## config.mk

```make
export PLATFORM = sky130hd
export DESIGN_NAME = aes_round_ctrl
export DESIGN_NICKNAME = d
export VERILOG_FILES = /design/src/rtl/aes_round_ctrl.sv
export SDC_FILE = /design/constraint.sdc
export NUM_CORES = 1
export LEC_CHECK = 0
export ABC_AREA = 1
export CORE_AREA = 2 2 307 309
export DETAILED_ROUTE_END_ITERATION = 16
export DIE_AREA = 0 0 309 311
export GPL_ROUTABILITY_DRIVEN = 0
export PLACE_DENSITY_LB_ADDON = 0.08
export SYNTH_ARGS = -nofsm -noshare
export SYNTH_HDL_FRONTEND = slang
export SYNTH_SLANG_ARGS = --single-unit
```

## constraint.sdc

```tcl
create_clock -name clk -period 4.28 [get_ports clk]
set_input_delay 0.428 -clock clk [delete_from_list [all_inputs] [get_ports clk]]
set_output_delay 0.428 -clock clk [all_outputs]
set_load 0.02 [all_outputs]
```

## src/rtl/aes_round_ctrl.sv

```systemverilog
// Round sequencer for an iterative AES encryption datapath: owns the cipher state and step enables.
// Optional abort input is compiled in when AES_CTRL_ABORT_EN is defined.
module aes_round_ctrl #(
    parameter int NR = 10,
    parameter int RW = 4
) (
    input  logic           clk,
    input  logic           rst,
    input  logic           start,
    input  logic [127:0]   data_in,
    input  logic           key_valid,
    input  logic [127:0]   sb_out,
    input  logic [127:0]   sr_out,
    input  logic [127:0]   mc_out,
    input  logic [127:0]   ark_out,
`ifdef AES_CTRL_ABORT_EN
    input  logic           abort,
`endif
    output logic [127:0]   state_q,
    output logic           sb_enable,
    output logic           sr_enable,
    output logic           mc_enable,
    output logic           ark_enable,
    output logic [RW-1:0]  key_index,
    output logic           busy,
    output logic           done
);

    typedef enum logic [2:0] {
        S_IDLE,
        S_ARK,
        S_SB,
        S_SR,
        S_MC,
        S_DONE
    } state_t;

    typedef struct packed {
        logic sb;
        logic sr;
        logic mc;
        logic ark;
        logic busy;
        logic done;
    } outs_t;

    localparam logic [RW-1:0] LP_NR = RW'(NR);

    state_t          r_state;
    outs_t           r_outs;
    logic [127:0]    r_state_q;
    logic [RW-1:0]   r_key_index;
    logic            w_abort;

    // Outputs are registered alongside the state they belong to, so they are a pure function of it.
    function automatic outs_t decode(input state_t s);
        outs_t o;
        o.sb   = (s == S_SB);
        o.sr   = (s == S_SR);
        o.mc   = (s == S_MC);
        o.ark  = (s == S_ARK);
        o.busy = (s == S_ARK) || (s == S_SB) || (s == S_SR) || (s == S_MC);
        o.done = (s == S_DONE);
        return o;
    endfunction

`ifdef AES_CTRL_ABORT_EN
    assign w_abort = abort & r_outs.busy;
`else
    assign w_abort = 1'b0;
`endif

    // NOTE: non-blocking assignments throughout, so every branch reads the pre-edge state.
    always_ff @(posedge clk or posedge rst) begin
        if (rst) begin
            r_state     <= S_IDLE;
            r_outs      <= '0;
            r_state_q   <= '0;
            r_key_index <= '0;
        end else if (w_abort) begin
            r_state     <= S_IDLE;
            r_outs      <= decode(S_IDLE);
            r_state_q   <= '0;
            r_key_index <= '0;
        end else begin
            case (r_state)
                S_IDLE: begin
                    if (start) begin
                        r_state_q   <= data_in;
                        r_key_index <= '0;
                        r_state     <= S_ARK;
                        r_outs      <= decode(S_ARK);
                    end
                end
                S_ARK: begin
                    if (key_valid) begin
                        r_state_q <= ark_out;
                        if (r_key_index == LP_NR) begin
                            r_state <= S_DONE;
                            r_outs  <= decode(S_DONE);
                        end else begin
                            r_key_index <= r_key_index + 1'b1;
                            r_state     <= S_SB;
                            r_outs      <= decode(S_SB);
                        end
                    end
                end
                S_SB: begin
                    r_state_q <= sb_out;
                    r_state   <= S_SR;
                    r_outs    <= decode(S_SR);
                end
                S_SR: begin
                    r_state_q <= sr_out;
                    // The final round has no MixColumns step.
                    if (r_key_index == LP_NR) begin
                        r_state <= S_ARK;
                        r_outs  <= decode(S_ARK);
                    end else begin
                        r_state <= S_MC;
                        r_outs  <= decode(S_MC);
                    end
                end
                S_MC: begin
                    r_state_q <= mc_out;
                    r_state   <= S_ARK;
                    r_outs    <= decode(S_ARK);
                end
                S_DONE: begin
                    r_state <= S_IDLE;
                    r_outs  <= decode(S_IDLE);
                end
                default: begin
                    r_state <= S_IDLE;
                    r_outs  <= decode(S_IDLE);
                end
            endcase
        end
    end

    assign state_q    = r_state_q;
    assign sb_enable  = r_outs.sb;
    assign sr_enable  = r_outs.sr;
    assign mc_enable  = r_outs.mc;
    assign ark_enable = r_outs.ark;
    assign busy       = r_outs.busy;
    assign done       = r_outs.done;
    assign key_index  = r_key_index;

endmodule

```

==> results.md, run 1 <==
- Outcome: finished, final reports clean
- WS Path Type: flip-flop to flip-flop
- Initial Util: 13.14%
- Largest net degree at the start of global routing: 141
- Final min period: 2982 ps
- Switching share of power: 54.81%
- Synth Register Bits: 141
- TritonCTS Sinks: 141
- Sum Neg Setup Slack: 0 ps
- Max VDD drop: 404.2 uV
- Congestion Overflow GR: 0
- Tot GR Track Use: 16.19%
- Routed Antenna Nets: 0
- Longest Clk Path Bufs: 2
- # nets final: 3609
- Post-Synthesis Cells: 2283
- Worst skew pair latency: 470 ps
- 1st-iter DRT viols: 819
- Unrepaired setup endpoints after global routing: no
- Full die area: 96100 um2
- Via count: 16280
- Max-cap viol count: 0
- Crit share post-route: 69.68%
- Floorplan row count: 112
- Cell Area, Placed: 21240 um2
- Pwr Density: 687.3 nW/um2
- Post-CTS Hold Fix Bufs: 0
- Leak: 10.87 nW
- Psw: 8.236 mW
- Worst Hold Margin: 401.9 ps
- Residual DRC: 0
- Hold WC Path Type: input pin to asynchronous set/reset pin
- Die X-Extent: 309 um
- Vias in the first global route: 17030
- F_max: 335.3 MHz
- Final Max Slew Viols: 0
- CP startpoint kind: flip-flop
- Layout Skew: 8.109 ps
- Clock transition at path regs: 70 ps
- Initial antenna violation count: 22
- Post-DP HPWL: 60520 um
- Syn_area_per_cell: 5.340 um2
- Mapped Area: 12190 um2
- CORE AREA: 92770 um2
- Worst-path fanout max: 41
- Pre-Repair DR Iteration Count: 5
- H-tree Lvls: 4
- # port buffers: 781
- Sequential share of power: 17.5%
- CTS resizes: 0
- Worst EP arrival: 3360 ps
- CTS tree: yes
- Combinational power share: 71.7%
- Postcts setup bufs: 0
- Fillers: 10660
- Slew @ Worst Pin: 1060 ps
- Worst Path Required: 4660 ps
- Post-Layout Inst Area: 21860 um2
- Post-synthesis sequential area ratio: 28.94%
- Relative slew margins: 29.34%
- Critical path capture point type: flip-flop
- Power share of the clock group: 10.8%
- CTS buffer count: 17
- Final wirelength: 79520 um
- Vias per Instance: 3.834
- Synth warn: 0
- Ports: 782
- Die span in y: 311 um
- Clock root cell: clkbuf_16
- First-pass GRT wire length: 114100 um
- Syn Nets: 2929
- Layout area overhead: 79.36%
- Final hold viol count: 0
- Per-cell routed wire length: 18.72 um
- Share of layout cells above drive strength 1: 3.024%
- Unique cell type count in the Yosys netlist: 20
- # setup viols final: 0
- Power Internal: 6.792 mW
power groups by stage:
stage / sequential (mW) / clock (mW) / combinational [mW]
after floorplan: 3.20 / 0 / 5.94
after global placement: 2.63 / 0 / 11.1
after detailed placement: 2.65 / 0 / 11.1
after CTS: 2.64 / 1.73 / 11.1
after global routing: 2.73 / 1.77 / 12.3
final: 2.63 / 1.62 / 10.8
stage by stage:
step,power [mW],worst slack [ps],utilization [%],std cells
CTS,15.47,1228,23.52,4230
floorplan,9.141,70.78,-,2283
global route,16.75,1011,23.56,4242
detailed placement,13.71,1221,22.89,4198
global placement,13.70,1149,22.89,4198
finish,15.03,1298,23.57,4247
Yosys cell counts:
| master | n | area [um2] |
|---|---|---|
| ha_1 | 2 | 25.02 |
| inv_1 | 244 | 915.9 |
| nand3_1 | 199 | 996.0 |
| o21ai_1 | 1 | 5.000 |
| buf_1 | 7 | 26.28 |
| nor2_1 | 520 | 1952 |
| xnor2_1 | 1 | 8.760 |
| o22ai_1 | 1 | 6.260 |
| buf_4 | 17 | 127.6 |
| clkbuf_1 | 39 | 146.4 |
| xor2_1 | 1 | 8.760 |
| nor3_1 | 1 | 5.000 |
| inv_2 | 21 | 78.83 |
| nor2_2 | 1 | 6.260 |
| dfrtp_1 | 141 | 3528 |
| nand2_1 | 936 | 3513 |
| nand4_1 | 63 | 394.1 |
| o21ai_0 | 2 | 10.01 |
| buf_2 | 85 | 425.4 |
| nor2_4 | 1 | 11.26 |
per-layer routing:
metal / track usage (%) / vias up / share of wire [%]
met5: 0 / - / 0.067
met4: 5.031 / 8 / 1.9
met3: 4.836 / 66 / 7.5
met2: 29.62 / 539 / 52
met1: 17.71 / 7475 / 39
li1: - / 8195 / -
final timing paths:
kind                             start            to  slack, ps  cells past startpoint
min                                rst  state_q[113]        400                      2
max reg2reg                 r_state[2]   state_q[42]       1300                      8
max                         r_state[2]   state_q[42]       1300                      8
min reg2reg                state_q[76]   state_q[76]        480                      2
min in group clk           state_q[76]   state_q[76]        480                      2
max in group asynchronous          rst   state_q[90]       3030                      3
cell usage in the layout, fill, tap and decap left out, types with 4 or more instances in the layout:
master and instances:
nand3_1 198, diode_2 17, clkbuf_16 17, nand4_1 63, inv_6 4, nor2_1 519
clkdlybuf4s50_1 781, nand2_1 933, buf_4 19, inv_2 20, inv_1 243, buf_12 9
dfrtp_1 138
worst max-delay path: stages (launching register included):
cell and delay (ps):
dfrtp_4 800, clkinv_2 570, nand3_4 690, buf_4 390, nor2_1 70, nor2_1 120, nand2_1 60, nand2_1 50
nand2_1 50
area by class of cell:
type	instances	area, um2	share of cell area (%)
clock inverter	12	136.4	0.6237
antenna	17	42.54	0.1946
multi-input combinational	1729	6989	31.97
sequential	141	3540	16.19
inverter	265	1001	4.578
timing repair buffer	809	8140	37.23
clock buffer	20	446.7	2.043
tap	1254	1569	7.176
registers in the layout (all words and copies together) (netlist names):
name        cells
ark_enable      1
busy            1
done            1
key_index       4
mc_enable       1
r_state         3
sb_enable       1
sr_enable       1
state_q       128
cells by family after synthesis:
kind of cell	count (synthesis)	share of synthesized area (%)
and+or+nand+nor	1721	56.42
xor gates and xnor gates	2	0.1437
DFF	141	28.94
AOI/OAI and AO/OA	4	0.1745
adders and majority gates	2	0.2052
buffers and inverters	413	14.11
No activity file was read; power rests on OpenSTA's default activity.
==> run 2, diff against run 1 <==
--- a/config.mk
+++ b/config.mk
@@ -6,9 +6,9 @@
 export NUM_CORES = 1
 export LEC_CHECK = 0
 export ABC_AREA = 1
-export CORE_AREA = 2 2 307 309
+export CORE_AREA = 2 2 308 310
 export DETAILED_ROUTE_END_ITERATION = 16
-export DIE_AREA = 0 0 309 311
+export DIE_AREA = 0 0 310 312
 export GPL_ROUTABILITY_DRIVEN = 0
 export PLACE_DENSITY_LB_ADDON = 0.08
 export SYNTH_ARGS = -nofsm -noshare
==> constraint.sdc (replaced) <==
create_clock -name clk -period 2.79 [get_ports clk]
set_input_delay 0.279 -clock clk [delete_from_list [all_inputs] [get_ports clk]]
set_output_delay 0.279 -clock clk [all_outputs]
set_load 0.02 [all_outputs]
==> results.md, run 2 (synthesis gave the netlist of run 1 again) <==
- TritonCTS Sinks: 141 (unchanged)
- Die span in y: 312 um (+0.32%)
- Max VDD drop: 599.0 uV (+48%)
- Vias in the first global route: 16500 (-3.1%)
- CTS resizes: 0 (unchanged)
- Initial antenna violation count: 22 (unchanged)
- Die X-Extent: 310 um (+0.32%)
- Reg2Reg Launch Point: r_state[2]
- CORE AREA: 93050 um2 (+0.30%)
- Initial Util: 13.10% (-0.040 points)
- Critical path capture point type: flip-flop
- Layout Cells excl Fill: 4251 (+0.094%)
- First-pass GRT wire length: 113200 um (-0.77%)
- Tot GR Track Use: 16.13% (-0.055 points)
- Crit. Startpoint: r_state[2]
- Via count: 16140 (-0.91%)
- Pre-Repair DR Iteration Count: 5 (unchanged)
- Max-cap viol count: 0 (unchanged)
- Worst Path Required: 3200 ps (-1460 ps)
- Post-DP HPWL: 61790 um (+2.1%)
- F_max: 447.6 MHz (+33%)
- CTS tree: yes
- Final Max Slew Viols: 0 (unchanged)
- Placed Cells: 4202 (+0.095%)
- Post-Layout Inst Area: 21920 um2 (+0.26%)
- WS Path Type: flip-flop to flip-flop
- Floorplan row count: 112 (unchanged)
- Final wirelength: 79900 um (+0.48%)
- Final Power: 22.99 mW (+53%)
- Final min period: 2234 ps (-748.3 ps)
- Postcts setup bufs: 0 (unchanged)
- Share of layout cells above drive strength 1: 3.154% (+0.13 points)
- Slew @ Worst Pin: 799.3 ps (-260.7 ps)
- CP startpoint kind: flip-flop
- Largest register FFs: 128 (unchanged)
- Most frequent cells in the layout: 933 x nand2_1, 781 x clkdlybuf4s50_1, 519 x nor2_1, 243 x inv_1, 198 x nand3_1
- Final worst slack: 556.1 ps (-741.7 ps)
- Worst EP arrival: 2640 ps (-720 ps)
- Layout area overhead: 79.82%
- Hold WC Path Type: input pin to asynchronous set/reset pin
- Layout Skew: 15.84 ps (+7.733 ps)
- Longest Clk Path Bufs: 2 (unchanged)
- Largest net degree at the start of global routing: 110 (-22%)
- Relative slew margins: 46.72% (+17 points)
- Commonest non-fill, non-tap cell in the layout: nand2_1
- Clock transition at path regs: 80 ps (about the same)
- Cell Area, Placed: 21320 um2 (+0.37%)
- Crit share post-route: 80.07% (+10 points)
- Post-CTS Hold Fix Bufs: 0 (unchanged)
- Sum Neg Setup Slack: 0 ps (unchanged)
- Routed Antenna Nets: 0 (unchanged)
- # port buffers: 781 (unchanged)
- Setup WS pre-CTS: 501.4 ps (-719.2 ps)
- Leak: 10.88 nW (about the same)
- Clock root cell: clkbuf_16
- Worst-path fanout max: 49 (+20%)
- Congestion Overflow GR: 0 (unchanged)
- Per-cell routed wire length: 18.80 um (+0.39%)
- Pwr Density: 1049 nW/um2 (+53%)
- Unrepaired setup endpoints after global routing: no
- Outcome: finished, final reports clean
- Residual DRC: 0 (unchanged)
- 1st-iter DRT viols: 875 (+6.8%)
- # nets final: 3613 (+0.11%)
- Full die area: 96720 um2 (+0.65%)
- Ports: 782 (unchanged)
- H-tree Lvls: 4 (unchanged)
- Vias per Instance: 3.796 (-1.0%)
- Final hold viol count: 0 (unchanged)
- CTS buffer count: 17 (unchanged)
- Worst skew pair latency: 480 ps (about the same)
- # setup viols final: 0 (unchanged)
==> run 2: changes by cell type in the layout (fill, tap and decap cells not counted) <==
cell,delta
buf_12,+4
bufinv_16,-1
clkinv_4,-2
clkinvlp_4,+5
inv_6,-1
clkinv_2,-1
==> run 2: worst paths after layout <==
path                       cells past startpoint      endpoint  slack (ps)
max                                            8  state_q[123]         560
min                                            3  state_q[121]         300
max reg2reg                                    8  state_q[123]         560
min reg2reg                                    2   state_q[17]         480
max in group asynchronous                      3   state_q[57]        2090
min in group clk                               5   state_q[78]         470
==> run 2: through the flow <==
| stage | utilization (%) | hold WS [ps] |
|---|---|---|
| after CTS | 23.51 | 272.6 |
| final | 23.56 | 300.8 |
| after global routing | 23.55 | 321.8 |
| after detailed placement | 22.91 | 463.5 |
| after floorplan | - | 491.0 |
| after global placement | 22.91 | 461.9 |
==> run 2: cell type report <==
class | instances | area [um2]
inverter | 265 | 999.7
antenna | 17 | 42.54
sequential | 141 | 3540
fill | 10710 | 71130
multi-input combinational | 1729 | 6989
timing repair buffer | 813 | 8220
clock inverter | 12 | 113.9
clock buffer | 20 | 446.7
tap | 1254 | 1569
==> run 2: critical path: stages (launching register included) <==
cell and delay [ps]:
dfrtp_4 460, buf_4 380, buf_4 690, nand3_1 150, nand2_1 160, nor2_1 100, nand2_1 80, nand2_1 50
nand2_1 50
==> run 2: layer usage <==
| metal | track usage, % | share of wire, % | vias to the layer above |
|---|---|---|---|
| li1 | - | - | 8192 |
| met1 | 18.35 | 40 | 7334 |
| met2 | 28.60 | 51 | 524 |
| met3 | 4.957 | 7.5 | 73 |
| met4 | 4.996 | 1.9 | 12 |
| met5 | 0 | 0.10 | - |
==> run 2: where the power goes <==
part	switching (mW)	total (mW)	internal, mW
clock	1.11	2.37	1.26
sequential	0.667	3.85	3.18
combinational	10.8	16.8	5.97
==> edit 1: new RTL, settings of run 1 <==
Set the parameter `RW` to 3 (it was 4).
--- a/src/rtl/aes_round_ctrl.sv
+++ b/src/rtl/aes_round_ctrl.sv
@@ -4,3 +4,3 @@
     parameter int NR = 10,
-    parameter int RW = 4
+    parameter int RW = 3
 ) (
Interface: changed (resized key_index); port bits go from 782 to 781. No check against the original RTL was run, so the function may have changed too.
==> edit 1 against run 1 <==
Fmax is 7.5% lower; synthesized area is 2.3% higher; hold slack better by 0.024 ns; setup slack worse by 0.24 ns; utilization is 0.12 points higher; count of clock-buffer cells in the layout is 2 lower; design area is 0.53% higher; largest power group unchanged; combinational power is 8% higher; highest routed layer unchanged; power is 6.8% higher; sequential cell count is 1 lower; critical path depth is 1 higher; global-route usage is 0.40 points higher; wire length is 3.0% higher; critical path type unchanged.
==> edit 1: results (changes against run 1) <==
metric,value,unit,change
cp_max_fo,105,,+160%
dpl-instance-area,21300,µm²,+0.42%
vdd_drop_max,0.645,mV,+60%
power_combinational,11.7,mW,+8%
syn_nets,2937,,+0.27%
grt_util_met2,0.285,,-0.0113
grt_usage,0.166,,+0.00395
viasPerCell,3.93,,+2.6%
fillers,10600,,-0.45%
finalNonFillerCells,4234,,-0.31%
grt_max_degree,183,,+30%
synth_compound_area_frac,0.00211,,+0.000363
nNonClkBuffers,806,,-0.37%
multi_input_gates,1723,,-0.35%
layout.nets,3601,,-0.22%
syn2layout_area_growth,76.3,%,
regArea,3510,µm²,-0.71%
buffer_area_frac,0.369,,-0.00309
synthTopCellsByArea,"dfrtp_1 (28%), nand2_1 (28%), nor2_1 (16%)",,
outcome,"complete, no violations",,
port_buffers,780,,-0.13%
multi_input_area_share,0.324,,+0.00390
grt_util_met3,0.0510,,+0.00266
grt_pass1_vias,16900,,-0.63%
dr_wl_met3,6380,µm,+7.5%
slew_headroom,0.0308,,-0.263
met1_length,34400,µm,+12%
edit 1: cell count changes in the layout (fill, tap and decap cells not counted), moves of 5 or more:
cell / run 1 / this run
nand2_1: 933 / 927
diode_2: 17 / 12
nand4_1: 63 / 181
clkinv_1: 0 / 113
nand3_1: 198 / 79
inv_2: 20 / 1
inv_1: 243 / 150
edit 1: path summary, 6_finish.rpt:
path | cells past startpoint | endpoint | from | slack [ns]
max reg2reg | 9 | state_q[73]$_DFFE_PP0P_ | r_state[1]$_DFFE_PP0P_ | 1.06
min reg2reg | 2 | state_q[93]$_DFFE_PP0P_ | state_q[93]$_DFFE_PP0P_ | 0.48
max | 9 | state_q[73]$_DFFE_PP0P_ | r_state[1]$_DFFE_PP0P_ | 1.06
min | 2 | state_q[104]$_DFFE_PP0P_ | rst | 0.43
max in group asynchronous | 3 | state_q[3]$_DFFE_PP0P_ | rst | 2.74
min in group clk | 2 | state_q[93]$_DFFE_PP0P_ | state_q[93]$_DFFE_PP0P_ | 0.48
==> edit 2: new RTL, flow settings as in run 1 <==
Without the edit above. Make the reset (`rst`) synchronous in one clocked block.
--- a/src/rtl/aes_round_ctrl.sv
+++ b/src/rtl/aes_round_ctrl.sv
@@ -73,3 +73,3 @@
     // NOTE: non-blocking assignments throughout, so every branch reads the pre-edge state.
-    always_ff @(posedge clk or posedge rst) begin
+    always_ff @(posedge clk) begin
         if (rst) begin
Check against the original RTL: differs if rst is asserted again (counterexample within 4 cycles, from zero or initial values and one cycle with rst high); with rst held inactive, the same outputs for 4 cycles.
==> edit 2 against run 1 <==
Synthesized area fell by 1.2%; setup slack got worse by 0.21 ns; design area fell by 1.4%; sequential cell count did not move; clock skew rose by 0.0036 ns; wire length rose by 6.5%; power fell by 36%; critical path type unchanged.
==> edit 2: results (changes against run 1) <==
metric,value,unit,change
syn_nets,2969,,+1.4%
synthTopCellsByArea,"dfxtp_1 (23%), nand2_1 (21%), nor2_1 (16%)",,
reg2reg_depth,7,,-1
use_met1,0.193,,+0.0164
outcome,"complete, no violations",,
seq_area_frac_synth,0.234,,-0.0551
max_freq,0.314,GHz,-6.5%
synth_compound_area_frac,0.0611,,+0.0593
synth_common_cells,"nand2_1 (664), nor2_1 (520), nand3_1 (323)",,
insertion_delay,0.50,ns,+0.03 ns
cp_max_fo,50,,+22%
grt_usage,0.172,,+0.00976
ys_types,22,,+10%
grt_pass1_wl,120000,µm,+5.2%
crit_path_top_delay_cell,dfxtp_4,,
grt_util_met3,0.0651,,+0.0168
dr.first_iter.drc_count,925,,+13%
viasPerCell,3.98,,+3.7%
grt_util_met2,0.296,,about the same
place_ws,1.02,ns,-0.199 ns
dr_wl_met3,7020,µm,+18%
critPathLaunch,r_state[1]$_SDFFE_PP0P_,,
grt_antenna_before_repair,35,,+59%
wl_met2,41500,µm,+0.54%
power.total,9.57,mW,-36%
grt_max_degree,73,,-48%
rrSetupSlack,1.09,ns,-0.21 ns
cellLeakagePower,9.71,nW,-11%
postSynthCellCount,2323,,+1.8%
dpl-instance-area,20900,µm²,-1.4%
hold_slack,0.425,ns,+0.0234 ns
drt-total-wl,84700,µm,+6.5%
async_reset_ff_frac,0,,-1.00
hpwl,64200,µm,+6.1%
skew,0.0117,ns,+0.00357 ns
met1_length,34000,µm,+11%
-- edit 2: cell count changes after synthesis, moves of 11 or more --
cell and delta:
clkbuf_1 +11, nand3_1 +124, nand2_1 -272, a21oi_1 +140, inv_2 -18, dfxtp_1 +141, dfrtp_1 -141, buf_2 +12
inv_1 +20
-- edit 2: layout make-up --
cell class | instances | area [µm²]
flip-flops and latches | 141 | 2830
clock buffers | 20 | 478
repair buffers | 812 | 8160
clock inverters | 12 | 109
fillers | 10800 | 71200
multi-input cells | 1734 | 7360
well taps | 1254 | 1570
diodes | 14 | 35.0
inverters | 267 | 1000
-- edit 2: critical path: cells and delay by family (launching register included) --
kind            cells  cell delay (ns)
flops               1             0.79
compound gates      1             0.12
simple gates        4             1.17
buf+inv             2             0.93
